==> src/rtl/dcache_miss_ctrl_pkg.sv <==
// rtl/dcache_miss_ctrl_pkg.sv - shared state encoding and address geometry for the dcache miss path
package dcache_miss_ctrl_pkg;

  localparam int ADDR_W_DEF         = 14;
  localparam int LINE_BYTES_LOG_DEF = 2;

  typedef enum logic [2:0] {
    ST_IDLE = 3'd0,
    ST_WB   = 3'd1,
    ST_RD   = 3'd2,
    ST_FILL = 3'd3,
    ST_DONE = 3'd4
  } miss_state_t;

endpackage

==> src/rtl/dcache_miss_ctrl_sat_counter.sv <==
// rtl/dcache_miss_ctrl_sat_counter.sv - saturating statistics counter with async active-low clear
module sat_counter #(
  parameter int CNT_W = 16
) (
  input  logic             clk,
  input  logic             rst_n,
  input  logic             inc,
  output logic [CNT_W-1:0] cnt
);

  localparam logic [CNT_W-1:0] ONE = {{(CNT_W-1){1'b0}}, 1'b1};

  always_ff @(posedge clk or negedge rst_n) begin
    if (!rst_n) begin
      cnt <= '0;
    end else if (inc && (cnt != {CNT_W{1'b1}})) begin
      cnt <= cnt + ONE;
    end
  end

endmodule

==> src/rtl/dcache_miss_ctrl.sv <==
// rtl/dcache_miss_ctrl.sv - miss sequencer: stall, optional victim write-back, line refill, fill strobe
module dcache_miss_ctrl
  import dcache_miss_ctrl_pkg::*;
#(
  parameter int ADDR_W         = ADDR_W_DEF,
  parameter int LINE_BYTES_LOG = LINE_BYTES_LOG_DEF,
  parameter int TIMEOUT        = 255,
  parameter int CNT_W          = 16
) (
  input  logic                         clk,
  input  logic                         rst_n,
  input  logic                         memread,
  input  logic                         memwrite,
  input  logic [ADDR_W-1:0]            addr,
  input  logic                         hit,
  input  logic                         victim_modified,
  input  logic [ADDR_W-LINE_BYTES_LOG-1:0] victim_line_addr,
  output logic                         clk_stall,
  output logic [ADDR_W-1:0]            addr_buf,
  output logic                         memread_buf,
  output logic                         memwrite_buf,
  output logic                         mem_req,
  output logic                         mem_we,
  output logic [ADDR_W-LINE_BYTES_LOG-1:0] mem_line_addr,
  input  logic                         mem_ack,
  output logic                         fill_en,
  output logic                         timeout_err,
  output logic [CNT_W-1:0]             hit_cnt,
  output logic [CNT_W-1:0]             miss_cnt
);

  localparam int WAIT_W = $clog2(TIMEOUT + 1);
  localparam logic [WAIT_W-1:0] WAIT_LAST = WAIT_W'(TIMEOUT - 1);
  localparam logic [WAIT_W-1:0] WAIT_ONE  = WAIT_W'(1);

  miss_state_t       state;
  logic [WAIT_W-1:0] wait_cnt;
  logic              access;
  logic              hit_inc;
  logic              miss_inc;

  assign access   = memread | memwrite;
  assign hit_inc  = (state == ST_IDLE) & access & hit;
  assign miss_inc = (state == ST_IDLE) & access & ~hit;

  assign clk_stall = (state != ST_IDLE);
  assign mem_req   = (state == ST_WB) || (state == ST_RD);
  assign mem_we    = (state == ST_WB);
  assign fill_en   = (state == ST_FILL);

  always_ff @(posedge clk or negedge rst_n) begin
    if (!rst_n) begin
      state         <= ST_IDLE;
      addr_buf      <= '0;
      memread_buf   <= 1'b0;
      memwrite_buf  <= 1'b0;
      mem_line_addr <= '0;
      wait_cnt      <= '0;
      timeout_err   <= 1'b0;
    end else begin
      case (state)
        ST_IDLE: begin
          if (access && !hit) begin
            addr_buf     <= addr;
            memread_buf  <= memread;
            memwrite_buf <= memwrite;
            wait_cnt     <= '0;
            if (victim_modified) begin
              state         <= ST_WB;
              mem_line_addr <= victim_line_addr;
            end else begin
              state         <= ST_RD;
              mem_line_addr <= addr[ADDR_W-1:LINE_BYTES_LOG];
            end
          end
        end
        ST_WB, ST_RD: begin
          // An ack arriving on the last allowed cycle still completes the transfer.
          if (mem_ack) begin
            if (state == ST_WB) begin
              state         <= ST_RD;
              mem_line_addr <= addr_buf[ADDR_W-1:LINE_BYTES_LOG];
              wait_cnt      <= '0;
            end else begin
              state <= ST_FILL;
            end
          end else if (wait_cnt == WAIT_LAST) begin
            timeout_err <= 1'b1;
            state       <= ST_DONE;
          end else begin
            wait_cnt <= wait_cnt + WAIT_ONE;
          end
        end
        ST_FILL: state <= ST_DONE;
        default: state <= ST_IDLE;
      endcase
    end
  end

  sat_counter #(.CNT_W(CNT_W)) u_hit_cnt (
    .clk   (clk),
    .rst_n (rst_n),
    .inc   (hit_inc),
    .cnt   (hit_cnt)
  );

  sat_counter #(.CNT_W(CNT_W)) u_miss_cnt (
    .clk   (clk),
    .rst_n (rst_n),
    .inc   (miss_inc),
    .cnt   (miss_cnt)
  );

endmodule

==> config.mk <==
export PLATFORM = sky130hd
export DESIGN_NAME = dcache_miss_ctrl
export DESIGN_NICKNAME = d
export VERILOG_FILES = /design/src/rtl/dcache_miss_ctrl_pkg.sv /design/src/rtl/dcache_miss_ctrl_sat_counter.sv /design/src/rtl/dcache_miss_ctrl.sv
export SDC_FILE = /design/constraint.sdc
export NUM_CORES = 1
export LEC_CHECK = 0
export ABC_AREA = 1
export ABC_CLOCK_PERIOD_IN_PS = 3500
export BUFFER_PORTS_ARGS = -buffer_cell sky130_fd_sc_hd__buf_2
export CAP_MARGIN = 20
export CORE_MARGIN = 4
export CORE_UTILIZATION = 30
export DETAILED_ROUTE_END_ITERATION = 8
export PLACE_DENSITY = 0.53
export SYNTH_ARGS = -nofsm -noshare
export SYNTH_HDL_FRONTEND = slang
export SYNTH_SLANG_ARGS = --single-unit
==> constraint.sdc <==
create_clock -name clk -period 3.5 [get_ports clk]
set_input_delay 0.7 -clock clk [delete_from_list [all_inputs] [get_ports clk]]
set_output_delay 0.7 -clock clk [all_outputs]
set_load 0.05 [all_outputs]
==> flow_metrics.tcl, run 1 <==
set metrics [dict create \
    tns_ps 0 \
    clockBufferDepth 2 \
    synth.largest_area_cell "dfrtp_1" \
    rr_endpoint "mem_line_addr[8]" \
    rsz0062_at_grt "false" \
    syn_avg_cell_area_um2 7.128 \
    hold_class "flip-flop to flip-flop" \
    min_period_ps 2516 \
    yosysWarnings 0 \
    area_growth_pct 21.22 \
    floorplan.initialDensity_pct 30.77 \
    drc_errors 0 \
    post_dp_cell_area_um2 4706 \
    dieArea_um2 15570 \
    synthFlopType "dfrtp_1" \
    tightest_slew_ps 952.1 \
    die_y_um 124.8 \
    grt_start_max_net_pins 73 \
    ys_top_cells_by_area "dfrtp_1 (44%), nand2_1 (24%), o21ai_0 (4.4%)" \
    drv_slew 0 \
    place_ws_ps 1329 \
    critPathRequiredTime_ps 2800 \
    max_stage_delay_ps 430 \
    grt_pass1_wl_um 18230 \
    synth_common_cells "nand2_1 (265), dfrtp_1 (72), nor2_1 (43)" \
    dr.pass1.iters 5 \
    grt_usage_pct 14.43 \
    path_cells "inv_2 -> nand3_2 -> nand2_2 -> buf_2" \
    arrival_ps 1820 \
    die_w_um 124.8 \
    final-hold-violation-count 0 \
    cp-end-kind "primary output" \
    crit_type "flip-flop to primary output" \
    detail_route.wl_per_cell_um 12.88 \
    setup_viol 0 \
    syn_nets 611 \
    max-cap-violations 0 \
    instances_no_fill 848 \
    grt_pass1_vias 3681 \
    design_area_um2 4960 \
    cpLargestDelayFamily "simple AND/OR/NAND/NOR gates" \
    irDropWorstVdd_mv 0.4903 \
    synth_seq_cells 72 \
    power.leakage_nw 2.576 \
    postCtsSetupBuffers 0 \
    syn-instance-count 574 \
    dp_hpwl_um 8155 \
    viasPerCell 4.519 \
    yosysMostFrequentCell "nand2_1" \
    grt_overflow 0 \
    clkLatencyLatePin_ps 340 \
    syn_area_um2 4091 \
    hold_buffers 0 \
    yosysTopAreaCellShare_pct 44.04 \
    cts_sinks 72 \
    r2r_start "state[1]" \
    critPathLaunch "state[0]" \
    cts-buffers-inserted 9 \
    n_antenna_cell 0 \
    cts-root-buf "clkbuf_16" \
    cp.depth 4 \
    timing.slew.headroom_pct 36.53 \
    core-area_um2 13300 \
    wl_met1_um 5117 \
    worstSetupEndpoint "mem_req" \
    drive_above_1_share_pct 21.28 \
    rrSetupSlack_ps 1510 \
    synth_cell_types 30 \
    vias 3832 \
    r2r_cells 7 \
    max_freq_ghz 0.3975 \
    cts_tree "built" \
    placed_cells 833 \
    fill_cells 1431 \
    highest_layer "met4" \
    wirelength_um 10920 \
    grt_antenna_before_repair 0 \
    fin_ws_ps 984.0 \
    synthArstFlopShare_pct 100.0 \
    synth_edf_count 0 \
    drt_iter0_markers 138 \
    std_cell_rows 42 \
    wl_met3_um 627 \
    powerDensity_nw_per_um2 873.0 \
    num-nets-final 705 \
    cts.repair.resized 0 \
    crit_buf_inv 2 \
    path_clk_slew_ps 60 \
    worstPathMaxFanout 31 \
    min_period_over_period_pct 71.89 \
    finalClockSkew_ps 4.802 \
    antenna_left 0 \
    ios 98 \
    cts.htree.levels 3 \
    final_core_util_pct 37.30 \
    met2_length_um 4986 \
    status "finished, final reports clean" \
    slowest_stage "dfrtp_1" \
    worst_setup_path_start_kind "flip-flop" \
    yosysSeqAreaShare_pct 44.04 \
    portBuffers 97 \
    gp_congestion 0.8702 \
]
## registers in the layout, summed over array words and instances (netlist names)
| signal | count |
|---|---|
| state | 3 |
| memwrite_buf | 1 |
| mem_line_addr | 12 |
| memread_buf | 1 |
| timeout_err | 1 |
| u_miss_cnt.cnt | 16 |
| addr_buf | 14 |
| u_hit_cnt.cnt | 16 |
| wait_cnt | 8 |
## layout make-up
cell class	instances	area, µm²	share of cell area [%]
Tap cell	176	220.2	4.440
Clock inverter	5	25.02	0.5045
Sequential cell	72	1802	36.33
Timing Repair Buffer	97	488.0	9.839
Multi-Input combinational cell	444	2031	40.94
Clock buffer	10	229.0	4.617
Inverter	44	165.2	3.330
## stage by stage
| step | total power (W) | hold WS, ps |
|---|---|---|
| 6_report | 0.004330 | 472.4 |
| 5_1_grt | 0.004640 | 490.4 |
| 4_1_cts | 0.004387 | 471.9 |
| 3_5_place_dp | 0.003546 | 457.9 |
| 3_3_place_gp | 0.003521 | 456.2 |
| 2_1_floorplan | 0.003043 | 404.4 |
## power by group
part | leakage [nW] | total [W] | internal, W | switching, W
sequential | 0.948 | 0.00131 | 0.00108 | 0.000233
clock | 0.132 | 0.000819 | 0.000469 | 0.000350
combinational | 1.50 | 0.00220 | 0.000502 | 0.00170
## cells in the final DEF, fill, tap and decap left out, drive strengths merged, types with 7 or more instances in the layout
| master | Yosys | final |
|---|---|---|
| nand3 | 29 | 29 |
| xor2 | 7 | 7 |
| inv | 44 | 44 |
| clkbuf | 4 | 10 |
| xnor2 | 9 | 9 |
| o21ai | 43 | 43 |
| buf | 10 | 97 |
| or2 | 13 | 13 |
| nand4 | 14 | 14 |
| dfrtp | 72 | 72 |
| nand2 | 268 | 268 |
| nor2 | 50 | 50 |
## worst reg2reg max path, stage by stage, from the launching register on
cell     delay, ps
dfrtp_1        440
inv_2           90
nand3_1        120
nand2_2        320
nand2_4        220
nand4_1        410
nand2_1        200
nand2_1         60
## worst min path at each step
| stage | start | to | slack [ps] | cells after the start |
|---|---|---|---|---|
| finish | mem_line_addr[4] | mem_line_addr[4] | 470 | 2 |
| global route | mem_line_addr[3] | mem_line_addr[3] | 490 | 2 |
| CTS | mem_line_addr[9] | mem_line_addr[9] | 470 | 2 |
| detailed placement | mem_line_addr[9] | mem_line_addr[9] | 460 | 2 |
| global placement | mem_line_addr[4] | mem_line_addr[4] | 460 | 2 |
| floorplan | rst_n | addr_buf[0] | 400 | 0 |
## metal layers
metal | up-vias | GRT usage, %
met5 | - | 0
met4 | 0 | 4.965
met3 | 17 | 4.974
met2 | 82 | 22.74
met1 | 1743 | 18.44
li1 | 1990 | -
## logic make-up after synthesis
kind of cell,after synthesis,share of synthesized area [%]
xor+xnor,16,3.425
simple gates,377,39.02
buf+inv,58,6.330
flops,72,44.04
compound gates,47,5.963
fa+ha+maj,4,1.223
(Power assumes the default switching activity.)
==> run 2, diff against run 1 <==
ABC_AREA = 0   (was 1)
ABC_CLOCK_PERIOD_IN_PS = 2029   (was 3500)
PLACE_DENSITY = 0.55   (was 0.53)
clock period = 2.03 ns   (was 3.5 ns; I/O delays follow)
==> run 2 against run 1 <==
  * Sequential power rose by 73%
  * Sequential share of layout area rose by 1.0 points
  * Synthesized cell count fell by 36%
  * Design area fell by 2.5%
  * Non-clock buffer count rose by 27
  * Clock power rose by 110%
  * Synthesized area fell by 9.7%
  * Highest routed layer unchanged
  * Global-route usage fell by 0.60 points
  * Clock skew rose by 3.2 ps
  * Setup slack got worse by 890 ps
  * Sequential cell count did not move
  * Power rose by 79%
==> flow_metrics.tcl, run 2 <==
set metrics [dict create \
    min_period_ps 1940 \
    timing.slew.headroom_pct 67.02 \
    crit_buf_inv 0 \
    viasPerCell 4.939 \
    cts_tree "built" \
    synth_common_cells "dfrtp_1 (72), nand2_1 (61), nand3_1 (30)" \
    floorplan.initialDensity_pct 30.75 \
    ys_top_cells_by_area "dfrtp_1 (49%), nand2_1 (6.2%), xor2_1 (4.5%)" \
    crit_type "flip-flop to flip-flop" \
    syn_avg_cell_area_um2 10.06 \
    synthFlopType "dfrtp_1" \
    drv_slew 0 \
    dieArea_um2 14150 \
    cpLargestDelayFamily "simple AND/OR/NAND/NOR gates" \
    gp_congestion 0.8479 \
    hold_buffers 0 \
    slowest_stage "or4_4" \
    largest_registers "u_hit_cnt.cnt (16), u_miss_cnt.cnt (16), addr_buf (14)" \
    grt_pass1_vias 3051 \
    cts-buffers-inserted 9 \
    worst_setup_path_start_kind "flip-flop" \
    n_antenna_cell 0 \
    final_core_util_pct 40.25 \
    synth.largest_area_cell "dfrtp_1" \
    max_stage_delay_ps 620 \
    grt_usage_pct 13.83 \
    path_cells "xnor2_1 -> nor3_1 -> or4_4 -> mux2_1" \
    synth_seq_cells 72 \
    final_common_cell "buf_2" \
    dr.pass1.iters 4 \
    vias 3156 \
    path_clk_slew_ps 50 \
    die_w_um 119.0 \
    irDropWorstVdd_mv 0.9943 \
    clkLatencyLatePin_ps 330 \
    grt_overflow 0 \
    setup_viol 0 \
    drc_errors 0 \
    hold_class "primary input to asynchronous set/reset pin" \
    clockBufferDepth 2 \
    yosysMostFrequentCell "dfrtp_1" \
    ios 98 \
    num-nets-final 524 \
    cts_sinks 72 \
    yosysTopAreaCellShare_pct 48.78 \
    antenna_left 0 \
    final_cell_mix "buf_2 (94), dfrtp_1 (68), nand2_1 (61)" \
    std_cell_rows 40 \
    tightest_slew_ps 482.3 \
    finalClockSkew_ps 8.035 \
    max-cap-violations 0 \
    yosysWarnings 0 \
    die_y_um 119.0 \
    syn_nets 404 \
    grt_start_max_net_pins 73 \
    yosysSeqAreaShare_pct 48.78 \
    worstPathMaxFanout 12 \
    status "finished, final reports clean" \
    dp_hpwl_um 7116 \
    syn_area_um2 3694 \
    grt_pass1_wl_um 15770 \
    synth_cell_types 48 \
    arrival_ps 2140 \
    final-hold-violation-count 0 \
    drt_iter0_markers 104 \
    powerDensity_nw_per_um2 1601 \
    max_freq_ghz 0.5155 \
    grt_antenna_before_repair 0 \
    power.leakage_nw 2.406 \
    area_growth_pct 30.89 \
    critPathRequiredTime_ps 2230 \
    syn-instance-count 367 \
    core-area_um2 12010 \
    drive_above_1_share_pct 33.13 \
    synthArstFlopShare_pct 100.0 \
    portBuffers 97 \
    min_period_over_period_pct 95.55 \
    cts-root-buf "clkbuf_16" \
    detail_route.wl_per_cell_um 14.82 \
    cp-end-kind "flip-flop" \
    cts.htree.levels 3 \
    totalPowerFinal_w 0.007740 \
    wirelength_um 9473 \
    synth_edf_count 0 \
]
-- run 2: cell count changes after synthesis, moves of 12 or more --
cell	before	now
nand2_1	265	61
nor2_1	43	12
inv_1	38	13
o21ai_0	36	17
mux2i_1	0	13
xor2_1	7	19
-- run 2: layout make-up --
cell class                      instances  area (µm²)
Fill cell                            1216        7177
Timing Repair Buffer                  124       708.2
Multi-Input combinational cell        266        1758
Tap cell                              147       183.9
Clock inverter                          5       80.08
Inverter                               14       55.05
Sequential cell                        72        1807
Clock buffer                           11       242.7
-- run 2: worst paths after layout --
path	startpoint	end	slack, ps	depth (start not counted)
max reg2reg	state[0]	mem_line_addr[11]	90	4
max in group asynchronous	rst_n	u_hit_cnt.cnt[5]	1630	2
max	state[0]	mem_line_addr[11]	90	4
min	rst_n	mem_line_addr[4]	90	2
min reg2reg	timeout_err	timeout_err	470	1
min in group clk	addr[1]	addr_buf[1]	270	3
-- run 2: report_power, final --
group / internal (W) / switching [W] / leakage (nW)
clock: 0.00111 / 0.000596 / 0.152
sequential: 0.00188 / 0.000391 / 0.922
combinational: 0.00111 / 0.00265 / 1.33
total: 0.00410 / 0.00364 / 2.41
-- run 2: repair_timing --
item | in CTS | in global routing
setup buffers | 0 | 0
resized for setup | 0 | 3
setup endpoints to repair | 0 | 2
-- run 2: kinds of logic (layout without fill, tap and decap cells) --
family / after synthesis / after routing / synth area share, %
AO/OA/AOI/OAI: 49 / 49 / 8.774
XOR/XNOR: 26 / 26 / 6.165
adder cells (fa/ha/maj): 4 / 4 / 1.355
buffers and inverters: 29 / 154 / 3.828
flip-flops: 72 / 72 / 48.78
multiplexers: 33 / 33 / 9.621
AND/OR/NAND/NOR: 154 / 154 / 21.48
-- run 2: stage by stage --
step                      setup TNS (ps)  setup slack (ps)  instance area (µm²)  cells  hold WS, ps
after floorplan                   -38.12            -38.12                 3706    367        110.4
after global placement                 0             88.37                 4504    623        456.9
after detailed placement               0             47.93                 4504    623        453.1
after CTS                              0             38.73                 4827    639        104.1
after global routing              -25.80            -11.08                 4835    639        117.9
final                                  0             90.31                 4835    639        86.64
-- run 2: routing by layer --
metal / up-vias / global-route usage (%) / wire (µm)
li1: 1548 / - / -
met1: 1541 / 18.52 / 4412
met2: 55 / 21.88 / 4587
met3: 12 / 2.232 / 266
met4: 0 / 6.517 / 206
met5: - / 0 / 0
==> run 3, diff against run 2 <==
SYNTH_HIERARCHICAL = 1   (was not set)
==> run 3 against run 2 <==
  * Synthesized area increased by 2.7%
  * Routed wire length about the same
  * Final cell count decreased by 5.9%
  * Sequential power about the same
  * Register-to-register slack improved by 50 ps
  * Power increased by 3.4%
  * Combinational power increased by 6.9%
  * Hold slack got worse by 73 ps
  * First-iteration DRC count increased by 1.9%
  * Setup slack improved by 20 ps
  * Sequential cell count unchanged
  * Critical endpoint is now mem_req
  * Largest cell class is now multi-input combinational cells
==> flow_metrics.tcl, run 3 <==
set metrics [dict create \
    power.leakage_nw 2.290 \
    yosysWarnings 6 \
    num-nets-final 465 \
    grt_usage_pct 13.70 \
    dieArea_um2 14500 \
    syn_area_um2 3792 \
    clkLatencyLatePin_ps 340 \
    ios 98 \
    crit_buf_inv 3 \
    synth_seq_cells 72 \
    drv_slew 0 \
    tns_ps 0 \
    floorplan.initialDensity_pct 31.06 \
    die_y_um 120.4 \
    slowest_stage "dfrtp_1" \
    gp_congestion 0.7817 \
    setup_viol 0 \
    synth_cell_types 48 \
    cts_sinks 72 \
    cts.htree.levels 3 \
    arrival_ps 1510 \
    final-hold-violation-count 0 \
    std_cell_rows 40 \
    min_period_ps 1920 \
    core-area_um2 12210 \
    synth_common_cells "dfrtp_1 (72), mux2_2 (53), nand4_1 (17)" \
    dr.pass1.iters 4 \
    grt_pass1_vias 3072 \
    viasPerCell 4.923 \
    worst_setup_path_start_kind "flip-flop" \
    max_stage_delay_ps 410 \
    dp_hpwl_um 6914 \
    cp-end-kind "primary output" \
    final_cell_mix "buf_2 (95), dfrtp_1 (72), mux2_2 (53)" \
    crit_type "flip-flop to primary output" \
    area_growth_pct 30.45 \
    drc_errors 0 \
    grt_pass1_wl_um 15810 \
    powerDensity_nw_per_um2 1618 \
    portBuffers 97 \
    drive_above_1_share_pct 49.65 \
    clockBufferDepth 2 \
    multiInputGateArea_um2 1949 \
    synthArstFlopShare_pct 100.0 \
    grt_overflow 0 \
    antenna_left 0 \
    regArea_um2 1802 \
    irDropWorstVdd_mv 0.7370 \
    worstPathMaxFanout 9 \
    hold_class "primary input to asynchronous set/reset pin" \
    path_cells "buf_4 -> xnor2_2 -> nor2_2 -> buf_12 -> buf_6" \
    min_period_over_period_pct 94.58 \
    cts_tree "built" \
    synth.largest_area_cell "dfrtp_1" \
    vias 2959 \
    cts-root-buf "clkbuf_16" \
    path_clk_slew_ps 50 \
    yosysMostFrequentCell "dfrtp_1" \
    final_common_cell "buf_2" \
    tightest_slew_ps 581.1 \
    ys_top_cells_by_area "dfrtp_1 (48%), mux2_2 (16%), nand4_1 (2.8%)" \
    largest_registers "u_hit_cnt/cnt (16), u_miss_cnt/cnt (16), addr_buf (14)" \
    yosysTopAreaCellShare_pct 47.51 \
    critPathRequiredTime_ps 1620 \
    final_core_util_pct 40.51 \
    drt_iter0_markers 106 \
    cts-buffers-inserted 9 \
    detail_route.wl_per_cell_um 15.76 \
    instances_no_fill 601 \
    finalClockSkew_ps 6.913 \
    placed_cells 579 \
    fill_cells 1254 \
    synthFlopType "dfrtp_1" \
    synth_edf_count 0 \
    max-cap-violations 0 \
    n_antenna_cell 0 \
    syn_avg_cell_area_um2 12.27 \
    status "finished, final reports clean" \
    die_w_um 120.4 \
    grt_antenna_before_repair 0 \
    yosysSeqAreaShare_pct 47.51 \
    rsz0062_at_grt "false" \
    grt_start_max_net_pins 35 \
    syn-instance-count 309 \
    syn_nets 346 \
    max_freq_ghz 0.5209 \
    wirelength_um 9471 \
    cpLargestDelayFamily "buffers and inverters" \
    timing.slew.headroom_pct 61.18 \
]
## run 3: cell types whose count changed in the layout (fill, tap and decap cells not counted), moves of 12 or more
cell | previous run | this run
xor2_1 | 19 | 4
mux2_2 | 9 | 53
o21ai_0 | 17 | 5
nand3_1 | 30 | 15
nand2_1 | 61 | 12
mux2i_1 | 13 | 1
## run 3: layout make-up
cell class	count	share of cell area (%)
Clock buffer	13	5.058
Clock inverter	3	1.315
Inverter	3	0.2782
Multi-Input combinational cell	225	39.40
Sequential cell	72	36.42
Tap cell	168	4.249
Timing Repair Buffer	117	13.28
## run 3: logic make-up after synthesis
kind of cell               share of synthesized area [%]
and+or+nand+nor                                    17.98
DFF                                                47.51
muxes                                              17.29
AOI/OAI and AO/OA                                  10.52
xor gates and xnor gates                           3.662
buffers and inverters                              1.716
adders and majority gates                          1.320
## run 3: final timing paths
path	from	cells past startpoint	end	slack [ps]
setup / recovery	state[0]	5	mem_req	110
hold / removal	rst_n	1	wait_cnt[2]	10
setup reg to reg	state[0]	7	mem_line_addr[10]	140
hold reg to reg	timeout_err	1	timeout_err	480
max in group asynchronous	rst_n	2	addr_buf[8]	1350
min in group clk	addr[0]	2	addr_buf[0]	310
## run 3: power by group
part,switching (W),internal (W)
clock network,0.000583,0.00111
registers,0.000401,0.00189
logic,0.00257,0.00145
## run 3: what timing repair did
action / in CTS / in global routing
setup endpoints to repair: 1 / 2
gates resized for setup: 3 / 3
setup buffers: 0 / 6
hold buffers: 0 / 0
## run 3: metal layers
metal  GRT usage, %  share of wire (%)  vias to the layer above
met3          4.677                6.3                        9
met2          21.94                 48                       78
li1               -                  -                     1410
met1          17.41                 45                     1462
met4          4.462                1.4                        0
met5              0                  0                        -
## run 3: stage by stage
step | instance area (µm²) | power (W) | hold WS, ps | setup WS, ps
2_1_floorplan | 3815 | 0.005178 | 110.4 | -13.61
3_3_place_gp | 4566 | 0.006098 | 407.3 | 84.56
3_5_place_dp | 4566 | 0.006149 | 393.8 | 80.30
4_1_cts | 4891 | 0.007949 | 35.52 | 23.67
5_1_grt | 4947 | 0.008455 | 46.44 | 40.34
6_report | 4947 | 0.008004 | 13.84 | 110.1
